### config.mk
export PLATFORM = sky130hd
export DESIGN_NAME = rrb_requester_ctrl_flat
export DESIGN_NICKNAME = d
export VERILOG_FILES = /design/src/rtl/rrb_requester_ctrl_if.sv /design/src/rtl/rrb_requester_ctrl.sv /design/src/flat_wrapper.sv
export SDC_FILE = /design/constraint.sdc
export NUM_CORES = 1
export LEC_CHECK = 0
export BUFFER_PORTS_ARGS = -buffer_cell sky130_fd_sc_hd__buf_4
export CAP_MARGIN = 5
export CORE_MARGIN = 2
export CORE_UTILIZATION = 46
export CTS_BUF_LIST = sky130_fd_sc_hd__clkbuf_16
export DETAILED_ROUTE_END_ITERATION = 16
export PLACE_DENSITY_LB_ADDON = 0.25
export SLEW_MARGIN = 20
export SYNTH_ARGS = -nofsm -noshare
export SYNTH_HDL_FRONTEND = slang
export SYNTH_SLANG_ARGS = --single-unit
export TNS_END_PERCENT = 30
### constraint.sdc
create_clock -name clk -period 3.55 [get_ports clk]
set_input_delay 0.8875 -clock clk [delete_from_list [all_inputs] [get_ports clk]]
set_output_delay 0.8875 -clock clk [all_outputs]
set_load 0.005 [all_outputs]
### src/rtl/rrb_requester_ctrl_if.sv
// Requester/arbiter handshake bundle for rrb_requester_ctrl.
// master: the requester controller; slave: job source / arbiter side.
`timescale 1ns/1ps
interface rrb_requester_ctrl_if #(
  parameter int N = 4
);
  localparam int CH_W = (N > 1) ? $clog2(N) : 1;

  logic [N-1:0]    job_in;
  logic [N-1:0]    grant;
  logic [N-1:0]    req;
  logic            xfer_valid;
  logic [CH_W-1:0] xfer_ch;
  logic            xfer_last;
  logic [N-1:0]    done;
  logic [N-1:0]    full;
  logic [N-1:0]    drop;
  logic            grant_err;

  modport master (
    input  job_in, grant,
    output req, xfer_valid, xfer_ch, xfer_last, done, full, drop, grant_err
  );

  modport slave (
    output job_in, grant,
    input  req, xfer_valid, xfer_ch, xfer_last, done, full, drop, grant_err
  );
endinterface

### src/rtl/rrb_requester_ctrl.sv
// Round-robin requester controller: per-channel pending-job counters feed
// req to an external arbiter; a granted channel gets a BURST_LEN-beat
// transfer followed by a one-cycle RELEASE that retires one job.
`timescale 1ns/1ps
module rrb_requester_ctrl #(
  parameter int N         = 4,
  parameter int BURST_LEN = 4,
  parameter int CNT_W     = 3
) (
  input  logic                 clk,
  input  logic                 reset,
  rrb_requester_ctrl_if.master bus
);
  localparam int CH_W   = (N > 1) ? $clog2(N) : 1;
  localparam int BEAT_W = 4;
  localparam logic [CNT_W-1:0]  CNT_MAX   = '1;
  localparam logic [BEAT_W-1:0] LAST_BEAT = BEAT_W'(BURST_LEN - 1);

  typedef enum logic [1:0] {IDLE, XFER, RELEASE} state_t;

  state_t            state;
  logic [CH_W-1:0]   sel;
  logic [BEAT_W-1:0] beat;
  logic [CNT_W-1:0]  pending [N];
  logic [N-1:0]      done_q;
  logic [N-1:0]      drop_q;
  logic              gerr_q;

  logic [N-1:0]      req_c;
  logic [N-1:0]      full_c;
  logic [N-1:0]      dec;
  logic [CH_W-1:0]   grant_idx;
  logic              grant_onehot;
  logic              grant_hit;

  // Register-only decodes: request mask, full flags, RELEASE decrement select
  always_comb begin
    req_c  = '0;
    full_c = '0;
    dec    = '0;
    for (int unsigned i = 0; i < N; i++) begin
      req_c[i]  = (pending[i] != '0) && !((state != IDLE) && (sel == CH_W'(i)));
      full_c[i] = (pending[i] == CNT_MAX);
      dec[i]    = (state == RELEASE) && (sel == CH_W'(i));
    end
  end

  // Grant qualification: one-hot check, hit against current requests, index encode
  always_comb begin
    grant_idx = '0;
    for (int unsigned i = 0; i < N; i++) begin
      if (bus.grant[i]) grant_idx = grant_idx | CH_W'(i);
    end
    grant_onehot = (bus.grant != '0) && ((bus.grant & (bus.grant - N'(1))) == '0);
    grant_hit    = (bus.grant & req_c) != '0;
  end

  // Pending counters: simultaneous job and retire cancel; saturate and flag drops
  always_ff @(posedge clk or negedge reset) begin
    if (!reset) begin
      for (int unsigned i = 0; i < N; i++) pending[i] <= '0;
      drop_q <= '0;
    end else begin
      for (int unsigned i = 0; i < N; i++) begin
        drop_q[i] <= 1'b0;
        if (bus.job_in[i] && !dec[i]) begin
          if (full_c[i]) drop_q[i] <= 1'b1;
          else           pending[i] <= pending[i] + CNT_W'(1);
        end else if (dec[i] && !bus.job_in[i]) begin
          pending[i] <= pending[i] - CNT_W'(1);
        end
      end
    end
  end

  // Control FSM; done is registered on the last beat so it shows during RELEASE
  always_ff @(posedge clk or negedge reset) begin
    if (!reset) begin
      state  <= IDLE;
      sel    <= '0;
      beat   <= '0;
      done_q <= '0;
      gerr_q <= 1'b0;
    end else begin
      done_q <= '0;
      gerr_q <= 1'b0;
      case (state)
        IDLE: begin
          if (bus.grant != '0) begin
            if (grant_onehot && grant_hit) begin
              sel   <= grant_idx;
              beat  <= '0;
              state <= XFER;
            end else begin
              gerr_q <= 1'b1;
            end
          end
        end
        XFER: begin
          beat <= beat + BEAT_W'(1);
          if (beat == LAST_BEAT) begin
            state  <= RELEASE;
            done_q <= N'(1) << sel;
          end
        end
        RELEASE: state <= IDLE;
        default: state <= IDLE;
      endcase
    end
  end

  assign bus.req        = req_c;
  assign bus.full       = full_c;
  assign bus.xfer_valid = (state == XFER);
  assign bus.xfer_ch    = sel;
  assign bus.xfer_last  = (state == XFER) && (beat == LAST_BEAT);
  assign bus.done       = done_q;
  assign bus.drop       = drop_q;
  assign bus.grant_err  = gerr_q;

endmodule

### src/flat_wrapper.sv
// flat-port wrapper written by rule: the top's interface ports become plain ports
module rrb_requester_ctrl_flat 
#(
  parameter int N         = 4,
  parameter int BURST_LEN = 4,
  parameter int CNT_W     = 3
)
  (clk, reset, bus_job_in, bus_grant, bus_req, bus_xfer_valid, bus_xfer_ch, bus_xfer_last, bus_done, bus_full, bus_drop, bus_grant_err);
  rrb_requester_ctrl_if #(.N(N)) bus_i ();
  input  logic clk;
  input  logic reset;
  input wire logic [$bits(bus_i.job_in)-1:0] bus_job_in;
  input wire logic [$bits(bus_i.grant)-1:0] bus_grant;
  output wire logic [$bits(bus_i.req)-1:0] bus_req;
  output wire logic [$bits(bus_i.xfer_valid)-1:0] bus_xfer_valid;
  output wire logic [$bits(bus_i.xfer_ch)-1:0] bus_xfer_ch;
  output wire logic [$bits(bus_i.xfer_last)-1:0] bus_xfer_last;
  output wire logic [$bits(bus_i.done)-1:0] bus_done;
  output wire logic [$bits(bus_i.full)-1:0] bus_full;
  output wire logic [$bits(bus_i.drop)-1:0] bus_drop;
  output wire logic [$bits(bus_i.grant_err)-1:0] bus_grant_err;
  assign bus_i.job_in = bus_job_in;
  assign bus_i.grant = bus_grant;
  assign bus_req = bus_i.req;
  assign bus_xfer_valid = bus_i.xfer_valid;
  assign bus_xfer_ch = bus_i.xfer_ch;
  assign bus_xfer_last = bus_i.xfer_last;
  assign bus_done = bus_i.done;
  assign bus_full = bus_i.full;
  assign bus_drop = bus_i.drop;
  assign bus_grant_err = bus_i.grant_err;
  rrb_requester_ctrl #(.N(N), .BURST_LEN(BURST_LEN), .CNT_W(CNT_W)) u_core (.clk(clk), .reset(reset), .bus(bus_i));
endmodule
Word level (Yosys, flattened, before mapping). Index checks and enable logic that the tools add are counted.

Input bits: 10. Word-level logic and storage cells: 132. Flip-flop bits (word level): 29.

Multiplexer cells: 35. Bitwise logic cells: 2. Reduce and logical (&&, ||, !) cells: 57. Add/subtract/negate cells: 10. Shifts and indexed selects: 1. Equality and inequality tests: 17.

Operators with widths (number): 3-bit 2-to-1 mux (12); 1-bit logical AND (23); 4-bit 2-to-1 mux (4); 3-bit by 1-bit adder with 3-bit output (second input constant) (4); 3-bit equality test (second input constant) (4); 1-bit zero test (12); 1-bit 2-to-1 mux (12); 2-bit nonzero test (6); 3-bit nonzero test (4); 3-bit by 1-bit subtractor with 3-bit output (second input constant) (4); 2-bit 2-to-1 mux (5); 3-bit AND reduction (3); 4-bit AND (2); 2-bit != test (second input constant) (4); 4-bit one-hot mux with 2 select lines (1); 2-bit AND reduction (4); 4-bit nonzero test (2); 2-bit equality test (second input constant) (3); 2-bit by 1-bit != test with 1-bit output (second input constant) (3); 4-bit by 1-bit adder with 4-bit output (second input constant) (1); 2-bit by 1-bit equality test with 1-bit output (second input constant) (2); 4-bit by 2-bit equality test with 1-bit output (second input constant) (1); 2-bit zero test (2); 4-bit zero test (1); other kinds (3) (3).

Logic depth before layout (Yosys ltp).
Depth in word-level cells: 10. Depth in mapped cells: 8.

Worst setup path after synthesis. OpenSTA, ideal clock, no wires.

Kind: input-to-reg. Start point: input port bus_job_in[1]. End point: register u_core.pending[8] (netlist bit). Arrival time: 1813 ps. Library setup time: 79 ps. Slack: 1658 ps. Cell stages on the path: 4. Buffers on the path: 0. Cells stage by stage: nand2_1 > fa_1 > o31ai_1 > xor2_1.

Word-level cells in the longest chain between the ends: 4.

RTL lines: start: declaration (RTL line flat_wrapper.sv:12) `input wire logic [$bits(bus_i.job_in)-1:0] bus_job_in;`; 1-bit zero test (RTL line rrb_requester_ctrl.sv:69) `end else if (dec[i] && !bus.job_in[i]) begin`; 1-bit logical AND (RTL line rrb_requester_ctrl.sv:69); 2-bit nonzero test (no line); 2-bit AND reduction (no line); end signal: indexed assignment (RTL line rrb_requester_ctrl.sv:68) `else pending[i] <= pending[i] + CNT_W'(1);`; end signal: indexed assignment (RTL line rrb_requester_ctrl.sv:70) `pending[i] <= pending[i] - CNT_W'(1);`; end: declaration (RTL line rrb_requester_ctrl.sv:24) `logic [CNT_W-1:0] pending [N];`.

Parallel ways exist; a longest one is shown, timed or not. A chain may end at the register's enable or synchronous reset.

Worst setup path after layout.
Start point: register u_core.beat[0]. End point: output port bus_xfer_last.

Word-level cells in the longest chain between the ends: 2.

RTL lines: start: declaration (RTL line rrb_requester_ctrl.sv:23) `logic [BEAT_W-1:0] beat;`; start signal: assignment (RTL line rrb_requester_ctrl.sv:100) `beat <= beat + BEAT_W'(1);`; 4-bit by 2-bit equality test with 1-bit output (RTL line rrb_requester_ctrl.sv:116) `assign bus.xfer_last = (state == XFER) && (beat == LAST_BEAT);`; 1-bit logical AND (RTL line rrb_requester_ctrl.sv:116); end: declaration (RTL line flat_wrapper.sv:17) `output wire logic [$bits(bus_i.xfer_last)-1:0] bus_xfer_last;`.

No other way between the ends.

==> results.txt <==
The floorplan has 20 rows. The worst hold path belongs to the class flip-flop to flip-flop. Summed over all instances, the cell type with the most area after synthesis is sky130_fd_sc_hd__dfrtp_1.

The number of buffers between clock root and the deepest sink came out at 2. Summing all multi-input logic gate instances after layout gives 746 µm². Setup violations remaining at the end of the flow were counted as 0. TritonCTS built the clock tree. Once the clock tree was built, the resizer swapped 0 gates to a different size.

Entering global routing, the biggest net connects 30 pins. Summed over all cells, the static leakage comes to 0.934 nW. The clock transition at the register clock pins on the worst setup and hold paths after CTS was 0.05 ns.

The count of buffers added by post-CTS timing repair for setup is 0, and the max-cap violation count is 0. The source-to-sink clock delay at the later pin of the worst-skew pair is 0.27 ns. Across the whole layout, storage elements account for 726 µm². Mean cell area of the mapped netlist: 10.7 µm².

The number of clock sinks came out at 29. Most frequent standard cell in the layout excluding fill and tap cells: sky130_fd_sc_hd__buf_4. For the overall routing resource usage, the log shows 19.8%. The H-tree was split into 2 levels. The kind of start point of the critical path is a flip-flop. The number of antenna violations at the first check in global routing was 0; the first-pass GRT wire length was 5260 µm. In the final timing run, aggregate negative setup slack is 0 ns. Fill cells in the final layout number 287.

The areal power density over the cells works out to 876 nW/µm². The run gives 0 as the number of buffers added to fix hold violations after cts. The share of Yosys cell area claimed by the top area cell type is 47.5%. The number of clock buffers added by TritonCTS is 5.

The final layout contains 191 nets. During placement, the flow inserted port buffers numbering 30. The die is 61.6 µm tall.

Yosys mapped the design onto 41 distinct sky130hd cell types. On the final layout, the worst clock skew is 0.00369 ns. After legalization and detailed placement, the total HPWL measured 2460 µm.

The critical path is of the flip-flop to primary output type. Routability-driven placement finished with a final weighted congestion of 0.775. The worst-case IR drop observed on VDD is 0.488 mV. The number of detailed-route iterations in the first pass was 4; the area growth from synthesis to final layout was 26.0%. The flow ran to the end, and the final reports show no timing, DRC or antenna violations. Counting every net in the synthesized netlist gives 157.

The routed length per placed instance works out to 14.3 µm. Setup repair after global routing left no endpoint under its margin. In the post-synthesis netlist, the biggest area contributors are sky130_fd_sc_hd__dfrtp_1, sky130_fd_sc_hd__fa_1, sky130_fd_sc_hd__xor2_1, sky130_fd_sc_hd__nand2_1, sky130_fd_sc_hd__nor2_1. For the worst setup path, the data required time is 2.66 ns. The x dimension of the die was 61.6 µm.

The highest achievable clock rate came out at 406 MHz. 31 I/O pins were placed. The logs give 0 for the residual DRC count and 1.58 ns for the critical path arrival.

For the pin with the worst max-slew slack, the measured transition is 0.504 ns. The leftover overflow at the end of global routing is 0, and the final critical-path share of the clock period is 69.5%. The wire length reported by the detailed router came out at 3160 µm. The root buffer cell chosen for the clock tree is sky130_fd_sc_hd__clkbuf_16.

After synthesis the cells add up to 1530 µm². In the synthesized netlist, the number of instances is 142. In the routed layout, each cell is associated on average with a via count of 5.29. Headroom to the max-slew limit came out at 66.4%.

In this run, synthesis produced a sequential element count of 29. The run gives 3800 µm² as the area of the die. Subtracting the final worst setup slack from the clock period gives 2.47 ns. The worst hold margin is 0.492 ns. 0 antenna diodes ended up in the layout.

Sort of element at the end of the critical path: a primary output. The total count of hold-check failures in the final report came out at 0. Of the synthesized area, sequential elements account for 47.5%. The via total after detailed routing is 1170, and the fraction of final layout cells with drive strength greater than 1 is 27.7%. Effective utilization at floorplan: 49.2%.

In the layout the commonest cells are sky130_fd_sc_hd__buf_4, sky130_fd_sc_hd__dfrtp_1, sky130_fd_sc_hd__nand2_1, sky130_fd_sc_hd__nor2_1, sky130_fd_sc_hd__xor2_1. The total area inside the core boundary comes to 3100 µm². Once detail routing completed, the nets flagged for antenna violations numbered 0.

For this run, the number of Yosys warnings is 0. For the number of pins with negative max-slew slack in the final report, the log shows 0. For the number of global-route vias before repair, the log shows 1191. The first-iteration detailed-routing DRC count is 31.

Along the worst path, the maximum fanout reaches 6.
[state kept, by name, indices dropped and copies added (netlist names)]
signal	count
u_core.pending	12
u_core.bus.grant_err	1
u_core.bus.done	4
u_core.beat	4
u_core.bus.xfer_ch	2
u_core.bus.drop	4
u_core.state	2
[path summary, 6_finish.rpt]
check                                                        from                        endpoint  slack [ns]  cells past startpoint
max in group asynchronous                                   reset    u_core.bus.drop[3]$_DFF_PN0_        2.76                      1
worst min-delay path                u_core.pending[2]$_DFFE_PN0P_   u_core.pending[2]$_DFFE_PN0P_        0.49                      1
worst max-delay path                   u_core.beat[0]$_DFFE_PN0P_                   bus_xfer_last        1.08                      5
min in group asynchronous                                   reset    u_core.bus.done[1]$_DFF_PN0_        0.53                      1
worst min register to register      u_core.pending[2]$_DFFE_PN0P_   u_core.pending[2]$_DFFE_PN0P_        0.49                      1
worst max register to register  u_core.bus.xfer_ch[1]$_DFFE_PN0P_  u_core.pending[11]$_DFFE_PN0P_        1.62                      7
[final cells by class]
| class | instances | area share, % |
|---|---|---|
| well taps | 44 | 2.86 |
| flip-flops and latches | 29 | 37.7 |
| inverters | 9 | 1.76 |
| multi-input cells | 101 | 38.8 |
| clock inverters | 3 | 0.651 |
| repair buffers | 30 | 11.7 |
| clock buffers | 5 | 6.51 |
[where the power goes]
part	leakage, nW	internal (mW)	total [mW]	switching [mW]
clock	0.0687	0.252	0.384	0.133
sequential	0.360	0.467	0.623	0.156
combinational	0.506	0.353	0.678	0.325
[synthesized netlist by cell type]
cell	instances
sky130_fd_sc_hd__a21boi_2	1
sky130_fd_sc_hd__a221o_1	1
sky130_fd_sc_hd__a31oi_1	2
sky130_fd_sc_hd__a41oi_1	1
sky130_fd_sc_hd__and2b_1	1
sky130_fd_sc_hd__and3_1	1
sky130_fd_sc_hd__buf_2	2
sky130_fd_sc_hd__buf_6	1
sky130_fd_sc_hd__dfrtp_1	29
sky130_fd_sc_hd__fa_1	4
sky130_fd_sc_hd__ha_1	1
sky130_fd_sc_hd__inv_1	8
sky130_fd_sc_hd__inv_2	1
sky130_fd_sc_hd__mux2_1	2
sky130_fd_sc_hd__mux2_2	2
sky130_fd_sc_hd__mux2i_1	2
sky130_fd_sc_hd__nand2_1	12
sky130_fd_sc_hd__nand2b_1	3
sky130_fd_sc_hd__nand3_1	8
sky130_fd_sc_hd__nand3_2	3
sky130_fd_sc_hd__nand3b_1	1
sky130_fd_sc_hd__nand4_1	2
sky130_fd_sc_hd__nand4_2	1
sky130_fd_sc_hd__nand4b_1	1
sky130_fd_sc_hd__nand4bb_1	1
sky130_fd_sc_hd__nor2_1	12
sky130_fd_sc_hd__nor2_2	1
sky130_fd_sc_hd__nor2b_1	1
sky130_fd_sc_hd__nor3_1	2
sky130_fd_sc_hd__nor3b_1	1
sky130_fd_sc_hd__o211ai_2	3
sky130_fd_sc_hd__o21a_1	4
sky130_fd_sc_hd__o21ai_0	3
sky130_fd_sc_hd__o21ai_1	3
sky130_fd_sc_hd__o21ai_2	1
sky130_fd_sc_hd__o311ai_1	1
sky130_fd_sc_hd__o31a_1	1
sky130_fd_sc_hd__o31ai_1	1
sky130_fd_sc_hd__or3_1	4
sky130_fd_sc_hd__xnor2_1	4
sky130_fd_sc_hd__xor2_1	9
[metal layers]
layer,vias up,share of wire [%],GRT usage [%]
li1,558,-,-
met1,572,40,22.6
met2,29,53,33.2
met3,11,4.0,5.25
met4,0,3.4,11.9
met5,-,0,0
[per-stage QoR]
stage               worst slack (ns)  utilization (%)  area, µm²  power [mW]  cells
floorplan                       1.66                -       1530        1.05    142
global placement                1.52             57.5       1790        1.26    213
detailed placement              1.37             57.5       1790        1.32    213
CTS                             1.07             62.0       1920        1.71    221
global route                   0.976             62.0       1920        1.81    221
finish                          1.08             62.0       1920        1.69    221
[kinds of logic after synthesis]
logic type                 count (synthesis)  synth area share, %
AOI/OAI and AO/OA                         22                 11.4
buffers and inverters                     12                 3.61
DFF                                       29                 47.5
adders and majority gates                  5                 6.07
and+or+nand+nor                           55                 19.7
muxes                                      6                 4.26
xor gates and xnor gates                  13                 7.46
[worst max-delay path, cell delays in order (launching register included)]
cell	delay, ns
sky130_fd_sc_hd__dfrtp_1	0.43
sky130_fd_sc_hd__ha_1	0.20
sky130_fd_sc_hd__nor3b_1	0.28
sky130_fd_sc_hd__nand2_1	0.20
sky130_fd_sc_hd__inv_1	0.10
sky130_fd_sc_hd__buf_4	0.11
(Power assumes the default switching activity.)
